$ cat config.mk
export PLATFORM = sky130hd
export DESIGN_NAME = axi_wr_burst_feeder
export DESIGN_NICKNAME = d
export VERILOG_FILES = /design/src/rtl/axi_wr_burst_feeder.sv
export SDC_FILE = /design/constraint.sdc
export NUM_CORES = 1
export LEC_CHECK = 0
export CAP_MARGIN = 20
export CELL_PAD_IN_SITES_DETAIL_PLACEMENT = 1
export CELL_PAD_IN_SITES_GLOBAL_PLACEMENT = 1
export CORE_UTILIZATION = 59
export DETAILED_ROUTE_END_ITERATION = 12
export GPL_ROUTABILITY_DRIVEN = 0
export PLACE_DENSITY_LB_ADDON = 0.1
export SETUP_SLACK_MARGIN = 0.1
export SKIP_CTS_REPAIR_TIMING = 1
export SLEW_MARGIN = 20
export SYNTH_ARGS = -nofsm -noshare
export SYNTH_HDL_FRONTEND = slang
export SYNTH_SLANG_ARGS = --single-unit
$ cat constraint.sdc
create_clock -name M_AXI_ACLK -period 11.6 [get_ports M_AXI_ACLK]
set_clock_uncertainty 0.05 [all_clocks]
set_input_delay 2.32 -clock M_AXI_ACLK [delete_from_list [all_inputs] [get_ports M_AXI_ACLK]]
set_output_delay 2.32 -clock M_AXI_ACLK [all_outputs]
set_load 0.02 [all_outputs]
$ cat src/rtl/axi_wr_burst_feeder.sv
// Show-ahead stream FIFO feeding the AXI write controller one burst request at a time with per-frame wrapped DDR addresses.
// Head word appears one cycle after a push into an empty FIFO; S_READY drops at full and overflowing words are dropped and flagged.
module axi_wr_burst_feeder #(
  parameter int          DATA_WIDTH  = 16,
  parameter int          ADDR_WIDTH  = 28,
  parameter int          BURST_LEN   = 16,
  parameter int          FIFO_DEPTH  = 64,
  parameter int          FRAME_WORDS = 786432,
  parameter int unsigned BASE_ADDR   = 0
) (
  input  logic                          M_AXI_ACLK,
  input  logic                          M_AXI_ARESET,
  input  logic [DATA_WIDTH-1:0]         S_DATA,
  input  logic                          S_VALID,
  input  logic                          S_SOF,
  output logic                          S_READY,
  output logic [DATA_WIDTH-1:0]         FIFO_AXI_DATA,
  input  logic                          FIFO_RD_EN,
  output logic                          WR_REQ,
  input  logic                          WR_ACK,
  input  logic                          WR_DONE,
  output logic [ADDR_WIDTH-1:0]         CTRL_AWADDR,
  output logic [$clog2(FIFO_DEPTH):0]   FIFO_LEVEL,
  output logic                          FRAME_DONE,
  output logic [2:0]                    ERR_FLAGS
);

  localparam int AW    = $clog2(FIFO_DEPTH);
  localparam int PW    = AW + 1;
  localparam int OW    = $clog2(FRAME_WORDS);
  localparam int BYTES = DATA_WIDTH / 8;

  typedef enum logic [1:0] {ST_IDLE, ST_REQ, ST_BUSY, ST_ADV} state_t;

  logic [DATA_WIDTH-1:0] r_mem [FIFO_DEPTH];
  logic [PW-1:0]         r_wr_ptr;
  logic [PW-1:0]         r_rd_ptr;
  logic [DATA_WIDTH-1:0] r_dout;
  logic [OW-1:0]         r_offset;
  logic [ADDR_WIDTH-1:0] r_awaddr;
  logic                  r_frame_done;
  logic [2:0]            r_err;
  state_t                r_state;

  state_t                w_state_nxt;
  logic                  w_wr_req;
  logic                  w_adv;
  logic                  w_empty;
  logic                  w_full;
  logic                  w_push;
  logic                  w_pop;
  logic [PW-1:0]         w_level;
  logic [PW-1:0]         w_rd_ptr_nxt;
  logic                  w_sof_ok;
  logic [OW:0]           w_sum;
  logic                  w_wrap;
  logic [OW-1:0]         w_offset_nxt;
  logic [ADDR_WIDTH-1:0] w_awaddr_nxt;

  assign w_empty      = (r_wr_ptr == r_rd_ptr);
  assign w_full       = (r_wr_ptr[AW] != r_rd_ptr[AW]) && (r_wr_ptr[AW-1:0] == r_rd_ptr[AW-1:0]);
  assign w_level      = r_wr_ptr - r_rd_ptr;
  assign w_push       = S_VALID && !w_full;
  assign w_pop        = FIFO_RD_EN && !w_empty;
  assign w_rd_ptr_nxt = r_rd_ptr + PW'(w_pop);

  // Frame restart is only legal when nothing of the previous frame is still buffered or in flight.
  assign w_sof_ok     = w_push && S_SOF && (r_state == ST_IDLE) && w_empty;

  assign w_sum        = {1'b0, r_offset} + (OW+1)'(BURST_LEN);
  assign w_wrap       = (w_sum == (OW+1)'(FRAME_WORDS));

  always_comb begin
    w_offset_nxt = r_offset;
    if (w_sof_ok) begin
      w_offset_nxt = '0;
    end else if (w_adv) begin
      w_offset_nxt = w_wrap ? '0 : w_sum[OW-1:0];
    end
  end

  assign w_awaddr_nxt = ADDR_WIDTH'(BASE_ADDR) + ADDR_WIDTH'(w_offset_nxt) * ADDR_WIDTH'(BYTES);

  always_ff @(posedge M_AXI_ACLK) begin
    if (w_push) begin
      r_mem[r_wr_ptr[AW-1:0]] <= S_DATA;
    end
  end

  always_ff @(posedge M_AXI_ACLK) begin
    if (M_AXI_ARESET) begin
      r_wr_ptr <= '0;
      r_rd_ptr <= '0;
      r_dout   <= '0;
    end else begin
      if (w_push) begin
        r_wr_ptr <= r_wr_ptr + PW'(1);
      end
      r_rd_ptr <= w_rd_ptr_nxt;
      // Head register: bypass the incoming word when it becomes the head, else hold on empty.
      if (w_push && (r_wr_ptr == w_rd_ptr_nxt)) begin
        r_dout <= S_DATA;
      end else if (r_wr_ptr != w_rd_ptr_nxt) begin
        r_dout <= r_mem[w_rd_ptr_nxt[AW-1:0]];
      end
    end
  end

  always_ff @(posedge M_AXI_ACLK) begin
    if (M_AXI_ARESET) begin
      r_offset     <= '0;
      r_awaddr     <= ADDR_WIDTH'(BASE_ADDR);
      r_frame_done <= 1'b0;
      r_err        <= '0;
    end else begin
      r_offset     <= w_offset_nxt;
      r_awaddr     <= w_awaddr_nxt;
      r_frame_done <= w_adv && w_wrap;
      r_err[0]     <= r_err[0] | (S_VALID && w_full);
      r_err[1]     <= r_err[1] | (FIFO_RD_EN && w_empty);
      r_err[2]     <= r_err[2] | (w_push && S_SOF && !w_sof_ok);
    end
  end

  always_ff @(posedge M_AXI_ACLK) begin
    if (M_AXI_ARESET) begin
      r_state <= ST_IDLE;
    end else begin
      r_state <= w_state_nxt;
    end
  end

  always_comb begin
    w_state_nxt = r_state;
    w_wr_req    = 1'b0;
    w_adv       = 1'b0;
    case (r_state)
      ST_IDLE: begin
        if (w_level >= PW'(BURST_LEN)) begin
          w_state_nxt = ST_REQ;
        end
      end
      ST_REQ: begin
        w_wr_req = 1'b1;
        if (WR_ACK) begin
          w_state_nxt = ST_BUSY;
        end
      end
      ST_BUSY: begin
        if (WR_DONE) begin
          w_state_nxt = ST_ADV;
        end
      end
      ST_ADV: begin
        w_adv       = 1'b1;
        w_state_nxt = ST_IDLE;
      end
      default: w_state_nxt = ST_IDLE;
    endcase
  end

  assign S_READY       = !w_full;
  assign FIFO_AXI_DATA = r_dout;
  assign WR_REQ        = w_wr_req;
  assign CTRL_AWADDR   = r_awaddr;
  assign FIFO_LEVEL    = w_level;
  assign FRAME_DONE    = r_frame_done;
  assign ERR_FLAGS     = r_err;

endmodule

Yosys cells after proc, flatten, opt, wreduce, memory -nomap -nowiden
Memories as Yosys holds them, arrays and structs flattened.
Index checks and enable logic that the tools add are counted.
{"block": "word_totals", "register_bits": 64, "ram_bits": 1024, "in_bits": 23, "out_inout_bits": 57, "elab_cells": 59, "mem_count": 1}
{"block": "classes", "add_sub_neg": 4, "order_cmp": 1, "eq_ne": 12, "mux": 13, "bitwise_logic": 3, "n_reduce_logical": 17}
{"memory": "r_mem", "depth": 64, "word_bits": 16, "rd": 1, "rd_ports_with_merged_regs": 0, "wr": 1, "line": "35", "rtl": "logic [DATA_WIDTH-1:0] r_mem [FIFO_DEPTH];"}
{"cell": "two-way mux 20 bit", "n": 3}
{"cell": "two-way mux 16 bit", "n": 2}
{"cell": "adder 20 x 5 -> 21 bit, second input constant", "n": 1}
{"cell": "equality test 21 x 20 -> 1 bit, second input constant", "n": 1}
{"cell": "equality test 7 bit", "n": 2}
{"cell": "logical AND 1 bit", "n": 11}
{"cell": "case mux 2 bit (4 select lines)", "n": 1}
{"cell": "adder 7 x 1 -> 7 bit", "n": 1}
{"cell": "adder 7 x 1 -> 7 bit, second input constant", "n": 1}
{"cell": ">= comparator 7 x 5 -> 1 bit, second input constant", "n": 1}
{"cell": "inequality test 7 bit", "n": 1}
{"cell": "subtractor 7 bit", "n": 1}
{"cell": "equality test 6 bit", "n": 1}
{"cell": "two-way mux 2 bit", "n": 3}
{"cell": "equality test 2 bit, second input constant", "n": 2}
{"cell": "two-way mux 1 bit", "n": 4}
{"cell": "inequality test 2 bit, second input constant", "n": 2}
{"cell": "zero test 1 bit", "n": 3}
{"cell": "OR 1 bit", "n": 3}
{"cell": "AND reduction 3 bit", "n": 1}
{"cell": "equality test 2 x 1 -> 1 bit, second input constant", "n": 1}
{"cell": "zero test 2 bit", "n": 1}
{"cell": "inequality test 2 x 1 -> 1 bit, second input constant", "n": 1}
{"cell": "nonzero test 2 bit", "n": 1}
{"cell": "inequality test 1 bit", "n": 1}

Depth between registers and ports, before layout
{"block": "depth", "ltp_word": 10, "ltp_mapped": 17}

Worst setup path after synthesis
OpenSTA, ideal clock, no wires.
{"block": "synth_timing", "kind": "input -> register", "start": "input port FIFO_RD_EN", "end": "register r_dout[6], in the netlist FIFO_AXI_DATA[6]", "setup_time_ns": 0.142, "arrival_ns": 4.508, "required_time_ns": 11.408, "path_slack_ns": 6.900, "cell_stages": 12, "path_cell_list": "nor2b_1 -> ha_1 -> ha_1 -> buf_2 -> buf_4 -> buf_4 -> clkbuf_1 -> mux4_2 -> mux2i_1 -> a32oi_1 -> a211oi_1 -> a311oi_1"}
{"block": "synth_between", "elab_chain_cells": 5, "word_cells_on_any_way": 9, "classes_between": "add/sub: 1; eq/ne: 2; mux: 2; reduce/logical: 3; memory: 1"}
{"element": "start: declaration", "line": "18", "rtl": "input logic FIFO_RD_EN,"}
{"element": "logical AND 1 bit (*)", "line": "64", "rtl": "assign w_pop = FIFO_RD_EN && !w_empty;"}
{"element": "adder 7 x 1 -> 7 bit (*)", "line": "65", "rtl": "assign w_rd_ptr_nxt = r_rd_ptr + PW'(w_pop);"}
{"element": "via w_rd_ptr_nxt[1]", "line": "53", "rtl": "logic [PW-1:0] w_rd_ptr_nxt;"}
{"element": "memory read (64 x 16 bit) / equality test 7 bit (equally long branches)"}
{"element": "two-way mux 16 bit / logical AND 1 bit (equally long branches)", "line": "103, 101"}
{"element": "two-way mux 16 bit / nonzero test 2 bit (equally long branches)"}
{"element": "end signal: assignment", "line": "104", "rtl": "r_dout <= r_mem[w_rd_ptr_nxt[AW-1:0]];"}
{"element": "end: declaration", "line": "38", "rtl": "logic [DATA_WIDTH-1:0] r_dout;"}
Mark *: on every way through the listed nets, which the timed path passes. The rest lies on a longest branch. The select of a mux whose other input is x is not followed.
A chain may end at the register's enable or synchronous reset.

Worst setup path after layout
{"block": "layout_timing", "start": "input port FIFO_RD_EN", "end": "register r_dout[10], in the netlist FIFO_AXI_DATA[10]"}
{"block": "layout_between", "elab_chain_cells": 5, "word_cells_on_any_way": 9, "classes_between": "add/sub: 1; eq/ne: 2; mux: 2; reduce/logical: 3; memory: 1"}
{"element": "logical AND 1 bit (*)", "line": "64"}
{"element": "adder 7 x 1 -> 7 bit (*)", "line": "65"}
{"element": "memory read (64 x 16 bit) / equality test 7 bit (equally long branches)"}
{"element": "two-way mux 16 bit / logical AND 1 bit (equally long branches)", "line": "103, 101"}
{"element": "two-way mux 16 bit / nonzero test 2 bit (equally long branches)"}
Every way passes the cells marked *; elsewhere a longest branch is shown, timed or not. The select of a mux whose other input is x is not followed.

==> metrics.csv <==
metric;value;unit
run_status;completed;
multi_input_comb_area;10100;um^2
initial_utilization;0.596;
placedInstanceArea;44600;um^2
drv_slew;0;
worst_ep_arrival_time;6.98;ns
number_of_global_route_vias_before_repair;22900;
fin_setup_tns;0;ns
finalSetupViolCount;0;
total_of_warnings_raised_by_yosys;0;
timing.setup.critical_path_class;in -> reg;
vdd_ir_drop_max;0.182;mV
port_buffers;67;
finalPower;9.56;mW
clock_buffer_depth;3;
nets;2273;
pin_count;80;
placedCellCount;3073;
clock_pin_slew_on_the_worst_setup_and_hold_paths;0.06;ns
number_of_enable_flip_flop_cells_after_synthesis;1024;
htreeDepth;3;
ant_nets;0;
via_count;22000;
dieArea;73300;um^2
die-width;271;um
most-common-layout-cells;1024 x sky130_fd_sc_hd__edfxtp_1, 256 x sky130_fd_sc_hd__mux4_2, 115 x sky130_fd_sc_hd__mux2i_1;
dr.first_iter.drc_count;2657;
layout_cells_excl_fill;3272;
synth_ff_type;sky130_fd_sc_hd__edfxtp_1;
maximum_number_of_pins_on_one_net_before_global_route_repair;136;
yosysSeqAreaShare;0.746;
synth.cell_area;42600;um^2
crit_path_max_fo;45;
detailed_place_hpwl;64900;um
nFillCells;5660;
max_slew.worst_pin.slew;1.28;ns
cts-buffers-inserted;107;
register_area;31800;um^2
die_height;271;um
drt-wirelength-per-cell;34.2;um
route.final.wire_length;112000;um
power_density;199;nW/um^2
antenna-diode-count;0;
timing.critical_path.required;12.12;ns
drive_gt1_frac;0.240;
grt_pass1_wl;162000;um
post_drt_via_cell_ratio;6.73;
cts_root_buffer;sky130_fd_sc_hd__clkbuf_16;
rows;98;
clock.fmax;155;MHz
final-hold-violation-count;0;
hold-worst-slack;0.436;ns
timing.max_cap.violations;0;
final.min_clock_period;6.46;ns
post-route-worst-setup-slack;5.14;ns
grt_overflow;0;
synthDistinctLibCells;65;
synthesis.instances;2073;
min-delay-path-class;reg -> reg;
drt_pass1_iterations;6;
final_common_cell;sky130_fd_sc_hd__edfxtp_1;
grt_antenna_before_repair;1;
drcViolationCount;0;
launching_element_type_of_the_critical_path;input port;
cts_tree;built;
utilization;0.672;
finish.instance_area;48000;um^2
ys_ff_latch;1076;
cellLeakagePower;14.8;nW
post_place_setup_slack;4.64;ns
worst_setup_path_end_kind;flop;
grt_use_total;0.313;
syn2layout_area_growth;12.7;%
maxSlewHeadroom;0.147;
design.core.area;71500;um^2
synthArstFlopShare;0;
setup_repair_after_global_routing_missed_its_margin;no;
clock_insertion_delay_worst_skew;0.68;ns
cts.sink_count;1076;
period_utilisation_layout;0.557;
synthesis.area_per_instance;20.6;um^2
==> power by group <==
| part | total [mW] | leakage, nW | internal (mW) | switching, mW |
|---|---|---|---|---|
| combinational | 1.76 | 3.50 | 0.819 | 0.941 |
| sequential | 4.36 | 9.64 | 4.29 | 0.0706 |
| clock | 3.44 | 1.70 | 1.99 | 1.45 |
| total | 9.56 | 14.8 | 7.10 | 2.46 |
==> critical path, cell delays in order <==
cell and delay [ns]:
sky130_fd_sc_hd__clkdlybuf4s50_1 0.66, sky130_fd_sc_hd__nor2b_1 0.29, sky130_fd_sc_hd__ha_4 0.21, sky130_fd_sc_hd__ha_4 0.21, sky130_fd_sc_hd__xor2_4 0.16, sky130_fd_sc_hd__buf_4 0.62, sky130_fd_sc_hd__buf_4 0.81, sky130_fd_sc_hd__mux2i_1 0.30
sky130_fd_sc_hd__a221o_1 0.42, sky130_fd_sc_hd__a221oi_1 0.50, sky130_fd_sc_hd__a211oi_1 0.11, sky130_fd_sc_hd__a311oi_1 0.31
==> area by class of cell <==
cell class / count / share of cell area
multi-input cells: 855 / 0.210
flip-flops and latches: 1076 / 0.662
clock inverters: 66 / 0.0134
well taps: 950 / 0.0247
clock buffers: 132 / 0.0588
repair buffers: 169 / 0.0290
inverters: 24 / 0.00195
==> path summary, 6_finish.rpt <==
| check | start | end | slack, ns | depth (start not counted) |
|---|---|---|---|---|
| setup / recovery | FIFO_RD_EN | FIFO_AXI_DATA[10] | 5.14 | 12 |
| setup reg to reg | r_rd_ptr[4] | FIFO_AXI_DATA[10] | 5.90 | 16 |
| hold / removal | ERR_FLAGS[0] | ERR_FLAGS[0] | 0.44 | 2 |
| hold reg to reg | ERR_FLAGS[0] | ERR_FLAGS[0] | 0.44 | 2 |
==> cell families after synthesis <==
| kind of cell | count (synthesis) | share of synthesized area |
|---|---|---|
| compound gates | 141 | 0.0282 |
| other cells | 1 | 0.0000880 |
| xor+xnor | 38 | 0.00851 |
| mux | 371 | 0.162 |
| simple gates | 276 | 0.0295 |
| flops | 1076 | 0.746 |
| fa+ha+maj | 17 | 0.00517 |
| buf+inv | 153 | 0.0203 |
==> metal layers <==
metal	vias up	track usage	routed length (um)
met5	-	0	0
met4	0	0.127	4630
met3	226	0.0691	10300
met2	1139	0.492	54100
met1	11800	0.433	43100
li1	8891	-	-
==> state kept, by name, indices dropped and copies added, names as in the netlist <==
name	flops
CTRL_AWADDR	16
r_wr_ptr	7
r_mem	1024
FRAME_DONE	1
r_rd_ptr	7
FIFO_AXI_DATA	16
ERR_FLAGS	3
r_state	2
==> cell usage after synthesis, drive strengths merged, types with 4 or more instances <==
master	n	area, um^2
nor4	6	52.6
inv	23	88.8
a21oi	9	45.0
o21ai	12	60.1
nor2	103	387
clkbuf	40	158
and2	4	25.0
mux4	256	5770
a311oi	16	140
a32oi	18	158
dfxtp	52	1040
nand2	89	334
a221oi	32	337
edfxtp	1024	30700
nand4	14	87.6
xor2	18	165
nor3	10	61.3
buf	89	616
and3	5	31.3
mux2i	115	1150
ha	16	200
a221o	16	160
nor2b	6	37.5
xnor2	20	198
a211oi	16	120
nand3	22	115
Power figures use the tool's default switching activity.
